## config.mk

```make
export PLATFORM = sky130hd
export DESIGN_NAME = lockstep_ctrl
export DESIGN_NICKNAME = d
export VERILOG_FILES = /design/src/rtl/lockstep_pkg.sv /design/src/rtl/lockstep_cmp.sv /design/src/rtl/lockstep_ctrl.sv
export SDC_FILE = /design/constraint.sdc
export NUM_CORES = 1
export LEC_CHECK = 0
export BUFFER_PORTS_ARGS = -buffer_cell sky130_fd_sc_hd__buf_2
export CORE_MARGIN = 5
export CORE_UTILIZATION = 40
export CTS_CLUSTER_DIAMETER = 150
export DETAILED_ROUTE_END_ITERATION = 16
export PLACE_DENSITY = 0.68
export SYNTH_ARGS = -nofsm -noshare
export SYNTH_HDL_FRONTEND = slang
export SYNTH_SLANG_ARGS = --single-unit
```

## constraint.sdc

```tcl
create_clock -name clk_i -period 6.2 [get_ports clk_i]
set_input_delay 0.31 -clock clk_i [delete_from_list [all_inputs] [get_ports clk_i]]
set_output_delay 0.31 -clock clk_i [all_outputs]
set_load 0.02 [all_outputs]
```

## src/rtl/lockstep_pkg.sv

```systemverilog
// Shared types for the lockstep controller: FSM states, mask bit indices
// and the per-CPU bus bundle. Optional feature macro: LOCKSTEP_CTRL_CYCQUAL_EN.
package lockstep_pkg;

  typedef enum logic [1:0] {
    ST_IDLE,
    ST_RESET,
    ST_RUN,
    ST_DONE
  } state_e;

  localparam int unsigned M_ADR  = 0;
  localparam int unsigned M_DAT  = 1;
  localparam int unsigned M_SEL  = 2;
  localparam int unsigned M_CYC  = 3;
  localparam int unsigned M_WE   = 4;
  localparam int unsigned M_HALT = 5;
  localparam int unsigned M_INT  = 6;
  localparam int unsigned M_EX   = 7;

  typedef struct packed {
    logic [31:0] adr;
    logic [31:0] dat;
    logic [3:0]  sel;
    logic [3:0]  ex;
    logic        cyc;
    logic        we;
    logic        halt;
    logic        intr;
  } cpu_bus_t;

endpackage

```

## src/rtl/lockstep_cmp.sv

```systemverilog
// Combinational field comparator between the two CPU bus sets.
// LOCKSTEP_CTRL_CYCQUAL_EN ignores bus fields while both cyc are low.
module lockstep_cmp
  import lockstep_pkg::*;
(
  input  cpu_bus_t   a_i,
  input  cpu_bus_t   b_i,
  output logic [7:0] mask_o
);

  always_comb begin
    mask_o         = '0;
    mask_o[M_ADR]  = a_i.adr  != b_i.adr;
    mask_o[M_DAT]  = a_i.dat  != b_i.dat;
    mask_o[M_SEL]  = a_i.sel  != b_i.sel;
    mask_o[M_CYC]  = a_i.cyc  != b_i.cyc;
    mask_o[M_WE]   = a_i.we   != b_i.we;
    mask_o[M_HALT] = a_i.halt != b_i.halt;
    mask_o[M_INT]  = a_i.intr != b_i.intr;
    mask_o[M_EX]   = a_i.ex   != b_i.ex;
`ifdef LOCKSTEP_CTRL_CYCQUAL_EN
    // idle bus: address/data lanes carry no meaning
    if (!a_i.cyc && !b_i.cyc) begin
      mask_o[M_ADR] = 1'b0;
      mask_o[M_DAT] = 1'b0;
      mask_o[M_SEL] = 1'b0;
      mask_o[M_WE]  = 1'b0;
    end
`endif
  end

endmodule

```

## src/rtl/lockstep_ctrl.sv

```systemverilog
// Lockstep test controller: resets two CPUs, compares them every cycle,
// reports pass/fail/timeout. Optional macro: LOCKSTEP_CTRL_CYCQUAL_EN.
module lockstep_ctrl
  import lockstep_pkg::*;
#(
  parameter int unsigned RESET_CYCLES = 4,
  parameter int unsigned TIMEOUT      = 100000
) (
  input  logic        clk_i,
  input  logic        rst_i,
  input  logic        start_i,
  input  logic [31:0] adr1_i,
  input  logic [31:0] adr2_i,
  input  logic [31:0] dat1_i,
  input  logic [31:0] dat2_i,
  input  logic [3:0]  sel1_i,
  input  logic [3:0]  sel2_i,
  input  logic [3:0]  ex1_i,
  input  logic [3:0]  ex2_i,
  input  logic        cyc1_i,
  input  logic        cyc2_i,
  input  logic        we1_i,
  input  logic        we2_i,
  input  logic        halt1_i,
  input  logic        halt2_i,
  input  logic        int1_i,
  input  logic        int2_i,
  output logic        cpu_rst_o,
  output logic        busy_o,
  output logic        done_o,
  output logic        pass_o,
  output logic        fail_o,
  output logic        timeout_o,
  output logic [31:0] cycle_cnt_o,
  output logic [31:0] fail_cycle_o,
  output logic [7:0]  fail_mask_o,
  output logic [31:0] fail_adr1_o,
  output logic [31:0] fail_adr2_o
);

  localparam logic [7:0]  RST_LAST = 8'(RESET_CYCLES - 1);
  localparam logic [31:0] TO_LAST  = 32'(TIMEOUT - 1);

  state_e      state_q, state_d;
  logic [7:0]  rcnt_q, rcnt_d;
  logic [31:0] cnt_q, cnt_d;
  logic [31:0] fcyc_q, fcyc_d;
  logic [31:0] a1_q, a1_d;
  logic [31:0] a2_q, a2_d;
  logic [7:0]  fmask_q, fmask_d;
  logic        pass_q, pass_d;
  logic        fail_q, fail_d;
  logic        tmo_q, tmo_d;

  cpu_bus_t    c1, c2;
  logic [7:0]  mask;
  logic        mism, both_halt, tmo_hit;

  assign c1.adr  = adr1_i;
  assign c1.dat  = dat1_i;
  assign c1.sel  = sel1_i;
  assign c1.ex   = ex1_i;
  assign c1.cyc  = cyc1_i;
  assign c1.we   = we1_i;
  assign c1.halt = halt1_i;
  assign c1.intr = int1_i;
  assign c2.adr  = adr2_i;
  assign c2.dat  = dat2_i;
  assign c2.sel  = sel2_i;
  assign c2.ex   = ex2_i;
  assign c2.cyc  = cyc2_i;
  assign c2.we   = we2_i;
  assign c2.halt = halt2_i;
  assign c2.intr = int2_i;

  lockstep_cmp u_cmp (
    .a_i    (c1),
    .b_i    (c2),
    .mask_o (mask)
  );

  assign mism      = |mask;
  assign both_halt = halt1_i & halt2_i;
  assign tmo_hit   = cnt_q == TO_LAST;

  always_ff @(posedge clk_i) begin
    if (!rst_i) state_q <= ST_IDLE;
    else        state_q <= state_d;
  end

  always_comb begin
    state_d = state_q;
    unique case (state_q)
      ST_IDLE, ST_DONE:
        if (start_i) state_d = ST_RESET;
      ST_RESET:
        if (rcnt_q == RST_LAST) state_d = ST_RUN;
      ST_RUN:
        if (mism || both_halt || tmo_hit)
          state_d = ST_DONE;
      default: state_d = ST_IDLE;
    endcase
  end

  always_comb begin
    cpu_rst_o = 1'b1;
    busy_o    = 1'b0;
    unique case (state_q)
      ST_RESET: busy_o = 1'b1;
      ST_RUN: begin
        cpu_rst_o = 1'b0;
        busy_o    = 1'b1;
      end
      default: ;
    endcase
  end

  always_comb begin
    rcnt_d  = rcnt_q;
    cnt_d   = cnt_q;
    fcyc_d  = fcyc_q;
    a1_d    = a1_q;
    a2_d    = a2_q;
    fmask_d = fmask_q;
    pass_d  = pass_q;
    fail_d  = fail_q;
    tmo_d   = tmo_q;
    unique case (state_q)
      ST_IDLE, ST_DONE:
        if (start_i) begin
          rcnt_d  = '0;
          cnt_d   = '0;
          fcyc_d  = '0;
          a1_d    = '0;
          a2_d    = '0;
          fmask_d = '0;
          pass_d  = 1'b0;
          fail_d  = 1'b0;
          tmo_d   = 1'b0;
        end
      ST_RESET: rcnt_d = rcnt_q + 8'd1;
      ST_RUN: begin
        // counter freezes on the final RUN cycle
        if (mism) begin
          fail_d  = 1'b1;
          fcyc_d  = cnt_q;
          fmask_d = mask;
          a1_d    = adr1_i;
          a2_d    = adr2_i;
        end else if (both_halt) begin
          pass_d = 1'b1;
        end else if (tmo_hit) begin
          fail_d = 1'b1;
          tmo_d  = 1'b1;
        end else if (cnt_q != '1) begin
          cnt_d = cnt_q + 32'd1;
        end
      end
      default: ;
    endcase
  end

  always_ff @(posedge clk_i) begin
    if (!rst_i) begin
      rcnt_q  <= '0;
      cnt_q   <= '0;
      fcyc_q  <= '0;
      a1_q    <= '0;
      a2_q    <= '0;
      fmask_q <= '0;
      pass_q  <= 1'b0;
      fail_q  <= 1'b0;
      tmo_q   <= 1'b0;
    end else begin
      rcnt_q  <= rcnt_d;
      cnt_q   <= cnt_d;
      fcyc_q  <= fcyc_d;
      a1_q    <= a1_d;
      a2_q    <= a2_d;
      fmask_q <= fmask_d;
      pass_q  <= pass_d;
      fail_q  <= fail_d;
      tmo_q   <= tmo_d;
    end
  end

  assign done_o       = pass_q | fail_q;
  assign pass_o       = pass_q;
  assign fail_o       = fail_q;
  assign timeout_o    = tmo_q;
  assign cycle_cnt_o  = cnt_q;
  assign fail_cycle_o = fcyc_q;
  assign fail_mask_o  = fmask_q;
  assign fail_adr1_o  = a1_q;
  assign fail_adr2_o  = a2_q;

endmodule

```

### Yosys cells after proc, flatten, opt, wreduce, memory -nomap -nowiden

Cells that the tools add are included.

* add/subtract/negate cells: 2
* multiply operators: 0
* div/mod/pow operators: 0
* order comparisons: 0
* equal/unequal tests: 26
* shift-type cells: 0
* mux-type cells: 32
* bitwise operators: 2
* reduce and logical (&&, ||, !) cells: 15

Operators with widths (count)
* 32-bit two-way mux: 8
* 32-bit one-hot mux with 2 select lines: 4
* 32-bit inequality test: 2
* 32-bit by 1-bit adder with 32-bit output (second input constant): 1
* 32-bit by 17-bit == test with 1-bit output (second input constant): 1
* 32-bit inequality test (second input constant): 1
* 8-bit one-hot mux with 2 select lines: 2
* 2-bit inequality test (second input constant): 10
* 8-bit two-way mux: 2
* 1-bit two-way mux: 9
* 8-bit by 1-bit adder with 8-bit output (second input constant): 1
* 8-bit by 2-bit == test with 1-bit output (second input constant): 1
* 4-bit inequality test: 2
* 4-bit AND reduction: 2
* 8-bit OR reduction: 1
* 2-bit two-way mux: 3
* 3-bit inequality test (second input constant): 2
* 1-bit one-hot mux with 2 select lines: 3
* 2-bit one-hot mux with 3 select lines: 1
* 3-bit AND reduction: 2
* 6-bit AND reduction: 1
* 5-bit AND reduction: 1
* 2-bit == test (second input constant): 2
* 1-bit inequality test: 4
* 8 further kinds: 11

* bits in registers: 149
* bits in latches: 0
* memory bits (writable): 0
* ROM bits: 0
* input port bits: 155
* output and inout port bits: 142
* word-level logic and storage cells: 87
* memories kept: 0

### Longest topological paths before layout

* depth in word-level cells: 6
* gate-level depth with buffers: 11
* mapped depth without buffers: 9

### Modules after synthesis

A second synthesis with hierarchy kept.

* cell total of the unflattened synthesis: 852
* area total of the unflattened synthesis: 7389.6 um2

By module, submodules not included
* lockstep_ctrl: times used 1, cells an instance 752, area an instance 6578.8 um2, seq. area each 2982.9 um2
* lockstep_cmp: times used 1, cells an instance 100, area an instance 810.8 um2, seq. area each 0.0 um2

### Worst setup path before layout

OpenSTA, ideal clock, no wires.

* path type: in2reg
* start point: in halt1_i
* end point: reg cnt_q[25] (netlist: cycle_cnt_o[25])
* library setup time: 0.070 ns
* arrival time: 2.806 ns
* data required time: 6.130 ns
* slack: 3.323 ns
* stages: 10
* buffers on the path: 2
* cell sequence: ha_1 > or4_4 > nor3b_2 > nand3_1 > o32a_1 > or2_1 > buf_2 > buf_6 > or4_1 > a21oi_1

* longest elaborated chain between the ends: 4
* elaborated cells between the ends (all ways): 6
* those cells by class: eq/ne: 3; bitwise: 1; reduce/logical: 2

RTL lines
* start, declared: line lockstep_ctrl.sv:24 `input logic halt1_i,`
* 1-bit inequality test: line lockstep_cmp.sv:18 `mask_o[M_HALT] = a_i.halt != b_i.halt;`
* 8-bit OR reduction: line lockstep_ctrl.sv:82 `assign mism = |mask;`
* 2-bit inequality test (no source line)
* 6-bit AND reduction (no source line) *
* end signal, assigned: line lockstep_ctrl.sv:176 `cnt_q <= cnt_d;`
* end, declared: line lockstep_ctrl.sv:46 `logic [31:0] cnt_q, cnt_d;`

Mark *: on every way between the ends. The rest lies on a longest branch, timed or not.
A chain may end at the register's enable or synchronous reset.

### Worst setup path after layout

* start point: reg cnt_q[0] (netlist: cycle_cnt_o[0])
* end point: reg cnt_q[23] (netlist: cycle_cnt_o[23])

* longest elaborated chain between the ends: 6
* elaborated cells between the ends (all ways): 11
* those cells by class: add/sub: 1; eq/ne: 4; mux: 5; reduce/logical: 1

RTL lines
* 32-bit by 1-bit adder with 32-bit output: line lockstep_ctrl.sv:156 `cnt_d = cnt_q + 32'd1;`
* 32-bit two-way mux: line lockstep_ctrl.sv:155 `end else if (cnt_q != '1) begin`
* 32-bit two-way mux: line lockstep_ctrl.sv:152 `end else if (tmo_hit) begin`
* 32-bit two-way mux: line lockstep_ctrl.sv:150 `end else if (both_halt) begin`
* 32-bit two-way mux: line lockstep_ctrl.sv:144 `if (mism) begin`
* 32-bit one-hot mux with 2 select lines: line lockstep_ctrl.sv:128 `unique case (state_q)`

Parallel ways exist; a longest one is shown, timed or not. The select of a mux whose other input is x is not followed.

==> impl_results.md <==
* Area leader, netlist: dfxtp_1
* Final net count at 1,068
* Initial core utilization at 0.410
* Fill cell count at 1,430
* Max-cap violation count at 0
* Setup TNS Final at 0 ns
* Clock transition at path regs at 0.06 ns
* Prevailing post-synth register cell: dfxtp_1
* Total track usage at 0.202
* Pin count of the biggest net entering global routing at 82
* Synthesized area at 6260 um2
* CTS buffer count at 17
* Global-route wire length before repair at 29,800 um
* Sequential fraction of the synthesis area at 0.476
* Reg2reg start: cycle_cnt_o[0]
* CTS sink cnt at 149
* Post-Synthesis Cells at 626
* Sw frac at 0.343
* WS Path Type: reg2reg
* Max Clk Rate at 280 MHz
* Min Clock Period, post-route at 3.57 ns
* Layout cell share with drive strength beyond 1 at 0.362
* Hold Fails Final Rpt at 0
* 1st-pass router iterations at 5
* CTS tree: built
* Switching pwr at 977 uW
* P_int at 1870 uW
* Post-synth cell types at 44
* Routed Antenna Nets at 0
* Worst hold path type: in2reg
* Rows at 45
* Post-DP HPWL at 14,300 um
* YS warnings at 0
* Post_cts resized at 0
* Number of enable flip-flop cells after synthesis at 0
* Crit share post-route at 0.576
* Clock group share of total power at 0.343
* RSZ-0062 raised after global routing: no
* Iter 0 DRT Violations at 419
* Mapped Nets at 787
* Worst-Skew Late Latency at 0.41 ns
* Worst hold slack at 0.137 ns
* Post CTS Setup Buffer Count at 0
* Pre-CTS setup slack at 2.17 ns
* Syn_area_per_cell at 10.0 um2
* Critical Path Fanout Max at 34
* Total grt overflow at 0
* Hold Path Stages at 2
* Max_slew headroom at 0.375
* DRC Markers at 0
* Die X at 135 um
* Status: complete, no violations
* Gate power share at 0.278
* Hold endpoint: fail_adr2_o[28]
* Vias in the first global route at 5,821
* Routability Congestion at 0.858
* Core area at 15,300 um2
* Crit start category: register
* Reg2reg end: cycle_cnt_o[23]
* Max clock buf depth at 2
* Reg2reg setup slack at 2.63 ns
* Slowest Stage Delay on Critical Path at 0.79 ns
* Post-synth top area share at 0.476
* Peak supply drop at 0.229 mV
* Full die area at 18,300 um2
* Crit path DAT at 3.91 ns
* Wire length per cell at 17.1 um
* Area grow syn2layout at 35.2%
* CTS root buf: clkbuf_16
* Final Max Slew Viols at 0
* Chip Height at 135 um
* Port buffer count at 296
* Seq cells post-synth at 149
* Fraction of registers with async set/reset at 0
* Slew @ Worst Pin at 0.938 ns
* Worst reg2reg path depth at 9
* Pwr per Cell Area at 336 nW/um2
* H-tree levels at 4
* Antenna violations before repair at 0
* I/O pins at 297
* Leakage at 0.00377 uW
* Endpoints failing setup at 0
* Min-delay src: adr2_i[28]
* Post-DP Area at 7910 um2
* Final setup margin at 2.63 ns
* Drt total wl at 19,300 um
* Critical path, cell by cell: ha_1 -> nor4b_1 -> nand4_1 -> nor4_1 -> or3_1 -> o32a_1 -> or2_1 -> o21ai_0 -> a21oi_1
* Sequential Power Share at 0.379
* CTS Hold Bufs at 0
* Slowest cell on the critical path: or2_1
* Vias/cell at 5.27
* Post-layout instance area at 8470 um2
* Antenna cells at 0
* Synth top area cells: dfxtp_1 48%, a22o_1 14%, xnor2_1 11%
* Clock skew at 0.00692 ns
* Worst Path Required at 6.54 ns
* Crit path capture type: register
* Via count at 5,946
==> cells in the mapped netlist (2+ instances only) <==
| cell | instances |
|---|---|
| inv_1 | 9 |
| ha_1 | 6 |
| xor2_1 | 10 |
| dfxtp_1 | 149 |
| nor2b_1 | 4 |
| o2bb2ai_1 | 2 |
| o21a_1 | 3 |
| and3_1 | 11 |
| o21ai_0 | 16 |
| or3_1 | 10 |
| nor2_1 | 20 |
| nand3_1 | 18 |
| clkbuf_1 | 28 |
| or4_1 | 10 |
| nand4_1 | 28 |
| xnor2_1 | 78 |
| nand2_1 | 29 |
| nor4b_1 | 2 |
| o31ai_1 | 8 |
| nor3_1 | 11 |
| nand2b_1 | 5 |
| a22o_1 | 103 |
| buf_1 | 2 |
| and2_1 | 2 |
| buf_2 | 6 |
| a21oi_1 | 20 |
| o211ai_1 | 3 |
| nor4_1 | 14 |
| mux2i_1 | 4 |
==> cell families after synthesis <==
kind of cell             Yosys count  synth area share
XOR/XNOR                          88             0.123
flip-flops                       149             0.476
adder cells (fa/ha/maj)            6            0.0120
multiplexers                       4           0.00639
AND/OR/NAND/NOR                  170             0.150
AO/OA/AOI/OAI                    163             0.203
buffers and inverters             46            0.0300
==> worst max-delay path: cells and delay by family (launching register included) <==
kind / cells / cell delay (ns)
and+or+nand+nor: 5 / 1.86
AOI/OAI and AO/OA: 3 / 0.82
adders and majority gates: 1 / 0.32
DFF: 1 / 0.49
==> area by class of cell <==
cell class                 count  area (um2)  area share
clock buffer                  23         488      0.0576
clock inverter                 6        70.1     0.00828
multi-input combinational    431        3110       0.367
tap                          211         264      0.0312
sequential                   149        2980       0.352
timing repair buffer         299        1520       0.179
inverter                       9        33.8     0.00399
==> state kept, by name (all words and copies together) (netlist names) <==
signal	cells
fail_cycle_o	32
fail_adr1_o	32
fail_adr2_o	32
cycle_cnt_o	32
pass_o	1
timeout_o	1
fail_o	1
state_q	2
fail_mask_o	8
rcnt_q	8
==> metrics by stage <==
stage / util / instances / total power (uW)
2_1_floorplan: - / 626 / 1640
3_3_place_gp: 0.518 / 1099 / 1890
3_5_place_dp: 0.518 / 1099 / 1890
4_1_cts: 0.555 / 1128 / 2870
5_1_grt: 0.555 / 1128 / 2990
6_report: 0.555 / 1128 / 2850
==> layer usage <==
metal | vias to the layer above | global-route usage | wire length, um
li1 | 2888 | - | -
met1 | 2809 | 0.265 | 8290
met2 | 226 | 0.328 | 9310
met3 | 23 | 0.0518 | 1370
met4 | 0 | 0.0644 | 316
met5 | - | 0 | 0
==> how the worst max path moves through the flow <==
stage                         startpoint         endpoint  slack, ns  cells past startpoint
after global routing      cycle_cnt_o[1]  cycle_cnt_o[12]       2.22                      9
after global placement         adr1_i[5]  cycle_cnt_o[27]       2.18                      9
final                     cycle_cnt_o[0]  cycle_cnt_o[23]       2.63                      9
after floorplan                  halt1_i  cycle_cnt_o[25]       3.32                     10
after CTS                      adr1_i[5]  cycle_cnt_o[31]       2.58                      9
after detailed placement       adr1_i[5]  cycle_cnt_o[31]       2.17                      9
==> layout by cell type (no fill, tap or decap), drive strengths merged, types with 4 or more instances in the layout <==
cell type / Yosys / layout
a21oi: 20 / 20
a22o: 103 / 103
and3: 11 / 11
buf: 9 / 299
clkbuf: 28 / 23
dfxtp: 149 / 149
ha: 6 / 6
inv: 9 / 11
mux2i: 4 / 4
nand2: 29 / 29
nand2b: 5 / 5
nand3: 18 / 18
nand4: 28 / 28
nor2: 20 / 20
nor2b: 4 / 4
nor3: 11 / 11
nor4: 14 / 14
o21ai: 16 / 16
o31ai: 8 / 8
or3: 10 / 10
or4: 11 / 11
xnor2: 78 / 78
xor2: 10 / 10
==> power groups by stage <==
| stage | clock network, uW | logic, uW | registers [uW] |
|---|---|---|---|
| final | 977 | 793 | 1080 |
| after global routing | 1040 | 863 | 1090 |
| after CTS | 997 | 800 | 1080 |
| after detailed placement | 0 | 797 | 1100 |
| after global placement | 0 | 794 | 1090 |
| after floorplan | 0 | 476 | 1170 |
(Power assumes the default switching activity.)
